==> config.mk <==
export PLATFORM = sky130hd
export DESIGN_NAME = led_status_arbiter_flat
export DESIGN_NICKNAME = d
export VERILOG_FILES = /design/src/rtl/led_status_arbiter_if.sv /design/src/rtl/led_status_arbiter.sv /design/src/flat_wrapper.sv
export SDC_FILE = /design/constraint.sdc
export NUM_CORES = 1
export LEC_CHECK = 0
export CAP_MARGIN = 25
export CORE_UTILIZATION = 60
export CTS_CLUSTER_SIZE = 40
export DETAILED_ROUTE_END_ITERATION = 6
export GPL_ROUTABILITY_DRIVEN = 0
export PLACE_DENSITY = 0.91
export SYNTH_ARGS = -nofsm -noshare
export SYNTH_HDL_FRONTEND = slang
export SYNTH_SLANG_ARGS = --single-unit
==> constraint.sdc <==
create_clock -name clk -period 4.02 [get_ports clk]
set_input_delay 0.804 -clock clk [delete_from_list [all_inputs] [get_ports clk]]
set_output_delay 0.804 -clock clk [all_outputs]
set_load 0.05 [all_outputs]
==> src/rtl/led_status_arbiter_if.sv <==
// Request/status bundle between the status sources and the LED blink engine.
interface led_status_arbiter_if;
   logic [3:0]  req;
   logic [15:0] req_type;
   logic        led_en;
   logic [3:0]  blink_type;
   logic [3:0]  grant;
   logic        chg;
   logic        ms_tick;

   modport master (
      output req, req_type,
      input  led_en, blink_type, grant, chg, ms_tick
   );

   modport slave (
      input  req, req_type,
      output led_en, blink_type, grant, chg, ms_tick
   );
endinterface

==> src/rtl/led_status_arbiter.sv <==
// Fixed-priority status arbiter: the granted source owns the LED pattern for at
// least MIN_HOLD_MS millisecond ticks before anything else can take it over.
module led_status_arbiter #(
   parameter int unsigned SYS_CLK_MHZ = 150,
   parameter logic [15:0] MIN_HOLD_MS = 16'd1000,
   parameter logic [3:0]  IDLE_TYPE   = 4'h0
) (
   input  logic clk,
   input  logic rst_n,
   led_status_arbiter_if.slave bus
);

   localparam logic [31:0] PRESCALE_MAX = 32'(SYS_CLK_MHZ * 1000 - 1);

   typedef enum logic {IDLE, SHOW} state_t;

   state_t      state, state_nx;
   logic [31:0] prescale;
   logic        ms_tick;
   logic [15:0] hold_cnt, hold_nx;
   logic [3:0]  grant, grant_nx;
   logic [3:0]  blink_type, blink_nx;
   logic        led_en, led_nx;
   logic        chg, chg_nx;
   logic [3:0]  top;
   logic [1:0]  top_idx;
   logic [3:0]  top_type;
   logic        expired;

   // Free-running millisecond prescaler; the tick is registered in the wrap cycle.
   always_ff @(posedge clk or negedge rst_n) begin
      if (!rst_n) begin
         prescale <= 32'd0;
         ms_tick  <= 1'b0;
      end else if (prescale == PRESCALE_MAX) begin
         prescale <= 32'd0;
         ms_tick  <= 1'b1;
      end else begin
         prescale <= prescale + 32'd1;
         ms_tick  <= 1'b0;
      end
   end

   always_comb begin
      top     = 4'b0000;
      top_idx = 2'd0;
      if (bus.req[3]) begin
         top     = 4'b1000;
         top_idx = 2'd3;
      end else if (bus.req[2]) begin
         top     = 4'b0100;
         top_idx = 2'd2;
      end else if (bus.req[1]) begin
         top     = 4'b0010;
         top_idx = 2'd1;
      end else if (bus.req[0]) begin
         top     = 4'b0001;
         top_idx = 2'd0;
      end
      top_type = bus.req_type[{top_idx, 2'b00} +: 4];
   end

   assign expired = (hold_cnt == 16'd0);

   always_ff @(posedge clk or negedge rst_n) begin
      if (!rst_n) begin
         state      <= IDLE;
         hold_cnt   <= 16'd0;
         grant      <= 4'b0000;
         blink_type <= IDLE_TYPE;
         led_en     <= 1'b0;
         chg        <= 1'b0;
      end else begin
         state      <= state_nx;
         hold_cnt   <= hold_nx;
         grant      <= grant_nx;
         blink_type <= blink_nx;
         led_en     <= led_nx;
         chg        <= chg_nx;
      end
   end

   // Later assignments to hold_nx override the tick decrement, so a regrant reloads.
   always_comb begin
      state_nx = state;
      hold_nx  = hold_cnt;
      grant_nx = grant;
      blink_nx = blink_type;
      led_nx   = led_en;
      chg_nx   = 1'b0;

      unique case (state)
         IDLE: begin
            grant_nx = 4'b0000;
            blink_nx = IDLE_TYPE;
            led_nx   = 1'b0;
            if (bus.req != 4'b0000) begin
               state_nx = SHOW;
               grant_nx = top;
               blink_nx = top_type;
               led_nx   = 1'b1;
               hold_nx  = MIN_HOLD_MS;
               chg_nx   = 1'b1;
            end
         end
         SHOW: begin
            if (ms_tick && !expired) begin
               hold_nx = hold_cnt - 16'd1;
            end
            if (expired) begin
               if (bus.req == 4'b0000) begin
                  state_nx = IDLE;
                  grant_nx = 4'b0000;
                  blink_nx = IDLE_TYPE;
                  led_nx   = 1'b0;
                  hold_nx  = 16'd0;
                  chg_nx   = 1'b1;
               end else if (top != grant) begin
                  grant_nx = top;
                  blink_nx = top_type;
                  led_nx   = 1'b1;
                  hold_nx  = MIN_HOLD_MS;
                  chg_nx   = 1'b1;
               end
            end
         end
         default: state_nx = IDLE;
      endcase
   end

   assign bus.led_en     = led_en;
   assign bus.blink_type = blink_type;
   assign bus.grant      = grant;
   assign bus.chg        = chg;
   assign bus.ms_tick    = ms_tick;

endmodule

==> src/flat_wrapper.sv <==
// flat-port wrapper written by rule: the top's interface ports become plain ports
module led_status_arbiter_flat 
#(
   parameter int unsigned SYS_CLK_MHZ = 150,
   parameter logic [15:0] MIN_HOLD_MS = 16'd1000,
   parameter logic [3:0]  IDLE_TYPE   = 4'h0
)
  (clk, rst_n, bus_req, bus_req_type, bus_led_en, bus_blink_type, bus_grant, bus_chg, bus_ms_tick);
  led_status_arbiter_if bus_i ();
  input  logic clk;
  input  logic rst_n;
  input wire logic [$bits(bus_i.req)-1:0] bus_req;
  input wire logic [$bits(bus_i.req_type)-1:0] bus_req_type;
  output wire logic [$bits(bus_i.led_en)-1:0] bus_led_en;
  output wire logic [$bits(bus_i.blink_type)-1:0] bus_blink_type;
  output wire logic [$bits(bus_i.grant)-1:0] bus_grant;
  output wire logic [$bits(bus_i.chg)-1:0] bus_chg;
  output wire logic [$bits(bus_i.ms_tick)-1:0] bus_ms_tick;
  assign bus_i.req = bus_req;
  assign bus_i.req_type = bus_req_type;
  assign bus_led_en = bus_i.led_en;
  assign bus_blink_type = bus_i.blink_type;
  assign bus_grant = bus_i.grant;
  assign bus_chg = bus_i.chg;
  assign bus_ms_tick = bus_i.ms_tick;
  led_status_arbiter #(.SYS_CLK_MHZ(SYS_CLK_MHZ), .MIN_HOLD_MS(MIN_HOLD_MS), .IDLE_TYPE(IDLE_TYPE)) u_core (.clk(clk), .rst_n(rst_n), .bus(bus_i));
endmodule
==> summary.txt <==
min-delay src: u_core.prescale[31]$_DFF_PN0_
Power Dens Cells: 345 nW/um^2
post-CTS setup buffers: 0
GR Overflow Total: 0
Routed wire per std cell: 16.4 um
Port Buffers: 32
final WL: 7230 um
total global routing track utilization: 28.7%
RSZ-0062 raised after global routing: no
Slew @ Worst Pin: 0.793 ns
crit path launch type: primary input
# setup viols final: 0
HP Class: reg2reg
register share of total power: 48.0%
Worst Path Max Fanout: 17
Layout Nets: 394
CTS tree: built
drt drc: 0
first-pass iteration count of the detailed router: 5
Simple-Gate Fraction of Synth Area: 25.9%
crit path DAT: 3.22 ns
Internal: 0.988 mW
DR vias: 2,635
antenna-violating nets left: 0
fraction of layout cells with a size suffix above 1: 9.38%
# rows: 25
Leak: 1.66 nW
clock network fraction of total power: 45.7%
initial antenna violation count: 0
number of synthesis warnings: 0
Post-Syn Area: 3120 sq um
Slew headroom: 46.7%
max capacitance violation total: 0
height of the die: 74.1 um
post-CTS sizing: 0
min cycle time layout: 2.96 ns
clk buf depth: 2
Die ar.: 5490 sq um
hpwl dp: 4670 um
Worst EP required: 4.29 ns
post-synthesis mux area share: 2.01%
post-place instance area: 3500 sq um
Clock Sinks: 60
Synth Instances: 332
vias in the first global route: 2,500
Synth Area in Compound Gates: 11.4%
Adder-Cell Fraction of Synth Area: 1.20%
number of flops mapped to enable cells by yosys: 0
prevailing post-synth register cell: dfrtp_1
H-tree Lvls: 3
Peak supply drop: 0.255 mV
clk_skew: 0.0103 ns
P_sw: 0.293 mW
Sw Ratio: 22.8%
Syn Area/Cell: 9.39 sq um
antenna cells: 0
total power: 1.28 mW
max frequency: 338 MHz
hold slack: 0.482 ns
clk root buf: clkbuf_8
vias per cell: 5.99
Starting Density: 64.3%
status: completed
register area share after synthesis: 48.2%
Post-CTS Hold Fix Bufs: 0
clock buffer count from CTS: 9
Fin. Hold Viols: 0
Critical Path End Type: flip-flop
r2r startpoint: u_core.hold_cnt[6]$_DFFE_PN0P_
largest family of logic cells by synthesized area: simple AND/OR/NAND/NOR gates
largest net degree at the start of global routing: 32
Synthesized Nets: 357
Area Growth Syn to Fin: 19.0%
synthesis-stage register bit count: 60
Logic pwr share: 6.3%
core area: 4850 sq um
Worst setup startpoint: bus_req[3]
Max Slew Vio Count: 0
Chip Width: 74.1 um
later-pin clock latency in the skew report: 0.35 ns
Ports: 33
Filler Cell Count: 304
Finished Cell Area: 3710 sq um
Post-Route Setup TNS: 0 ns
FFs w/ async S/R, synth: 100%
post-synthesis cell type count: 52
CTS clk-pin slew, worst paths: 0.07 ns
Final Cycle Share: 73.5%
xor/xnor share of the synthesized area: 9.27%
first-pass GRT wire length: 11,600 um
initial DRC count: 227
critical path class: in2reg
==> metal layers <==
metal	global-route usage, %	wire length [um]	up-vias
met1	34.1	3080	1274
li1	-	-	1254
met4	17.3	252	0
met3	5.56	297	26
met2	48.4	3600	81
met5	0	0	-
==> Yosys cell counts, types with 2 or more instances <==
| cell type | number | area [sq um] |
|---|---|---|
| clkbuf_1 | 6 | 22.5 |
| dfrtp_1 | 60 | 1500 |
| xor2_1 | 12 | 105 |
| ha_1 | 3 | 37.5 |
| nor4_1 | 8 | 50.1 |
| nor4_2 | 2 | 25.0 |
| nand3_2 | 2 | 20.0 |
| buf_2 | 4 | 20.0 |
| and3_2 | 3 | 22.5 |
| o211a_1 | 2 | 20.0 |
| and3_1 | 3 | 18.8 |
| and2_1 | 2 | 12.5 |
| nand4_1 | 4 | 25.0 |
| or3_1 | 2 | 12.5 |
| nor4b_1 | 6 | 52.6 |
| nand2_1 | 42 | 158 |
| nor3_1 | 12 | 60.1 |
| a31oi_1 | 4 | 25.0 |
| nand2b_1 | 3 | 18.8 |
| mux2_2 | 2 | 22.5 |
| inv_1 | 6 | 22.5 |
| nor2_1 | 39 | 146 |
| nand3_1 | 21 | 105 |
| a21oi_1 | 17 | 85.1 |
| mux2i_1 | 4 | 40.0 |
| a22o_1 | 2 | 17.5 |
| xnor2_1 | 21 | 184 |
| o21ai_0 | 14 | 70.1 |
| o21ai_1 | 3 | 15.0 |
==> logic make-up (layout without fill, tap and decap cells) <==
group	after synthesis	count (layout)
AND/OR/NAND/NOR	158	158
flip-flops	60	60
AO/OA/AOI/OAI	56	56
XOR/XNOR	33	33
buffers and inverters	16	57
multiplexers	6	6
adder cells (fa/ha/maj)	3	3
==> power groups by stage <==
stage / registers, mW / clock network (mW) / logic, mW
4_1_cts: 0.614 / 0.588 / 0.0812
6_report: 0.615 / 0.586 / 0.0807
3_3_place_gp: 0.626 / 0 / 0.0771
5_1_grt: 0.615 / 0.611 / 0.0896
2_1_floorplan: 0.629 / 0 / 0.0337
3_5_place_dp: 0.626 / 0 / 0.0794
==> path summary, 6_finish.rpt <==
check	endpoint	slack [ns]	cells past startpoint
min in group asynchronous	u_core.prescale[6]$_DFF_PN0_	0.50	1
max in group asynchronous	u_core.hold_cnt[8]$_DFFE_PN0P_	2.68	2
setup reg to reg	u_core.hold_cnt[14]$_DFFE_PN0P_	1.52	7
setup / recovery	u_core.hold_cnt[14]$_DFFE_PN0P_	1.06	8
hold / removal	u_core.prescale[31]$_DFF_PN0_	0.48	1
hold reg to reg	u_core.prescale[31]$_DFF_PN0_	0.48	1
==> per-stage QoR <==
step / worst slack (ns) / instances / util [%]
6_report: 1.06 / 440 / 76.5
5_1_grt: 0.899 / 440 / 76.5
4_1_cts: 1.10 / 440 / 76.5
3_5_place_dp: 0.817 / 425 / 72.3
3_3_place_gp: 0.883 / 425 / 72.3
2_1_floorplan: 1.50 / 332 / -
==> flip-flops by register name, indices dropped and copies added, names as in the netlist <==
name / flops
u_core.prescale: 32
u_core.hold_cnt: 16
u_core.bus.blink_type: 4
u_core.bus.grant: 4
u_core.bus.chg: 1
u_core.bus.led_en: 1
u_core.bus.ms_tick: 1
u_core.state: 1
==> area by class of cell <==
cell class	instances	area, sq um	share of cell area (%)
Multi-Input combinational cell	256	1550	41.8
Sequential cell	60	1500	40.5
Timing Repair Buffer	36	345	9.31
Clock buffer	10	128	3.44
Tap cell	67	83.8	2.26
Clock inverter	5	77.6	2.09
Inverter	6	22.5	0.607
==> critical path, stage by stage <==
cell and delay (ns):
clkdlybuf4s50_1 0.69, nor4b_1 0.53, xnor2_1 0.17, o211ai_1 0.23, o21ai_2 0.21, buf_4 0.24
a41oi_1 0.16, a31oi_1 0.18
==> cells in the final DEF (no fill, tap or decap), types with 4 or more instances in the layout <==
master	instances
dfrtp_1	60
nand2_1	42
nor2_1	39
clkdlybuf4s50_1	31
nand3_1	21
xnor2_1	21
a21oi_1	17
o21ai_0	14
nor3_1	12
xor2_1	12
clkbuf_8	9
nor4_1	8
nor4b_1	6
inv_1	6
nand4_1	4
mux2i_1	4
a31oi_1	4
buf_4	4
(Power assumes the default switching activity.)
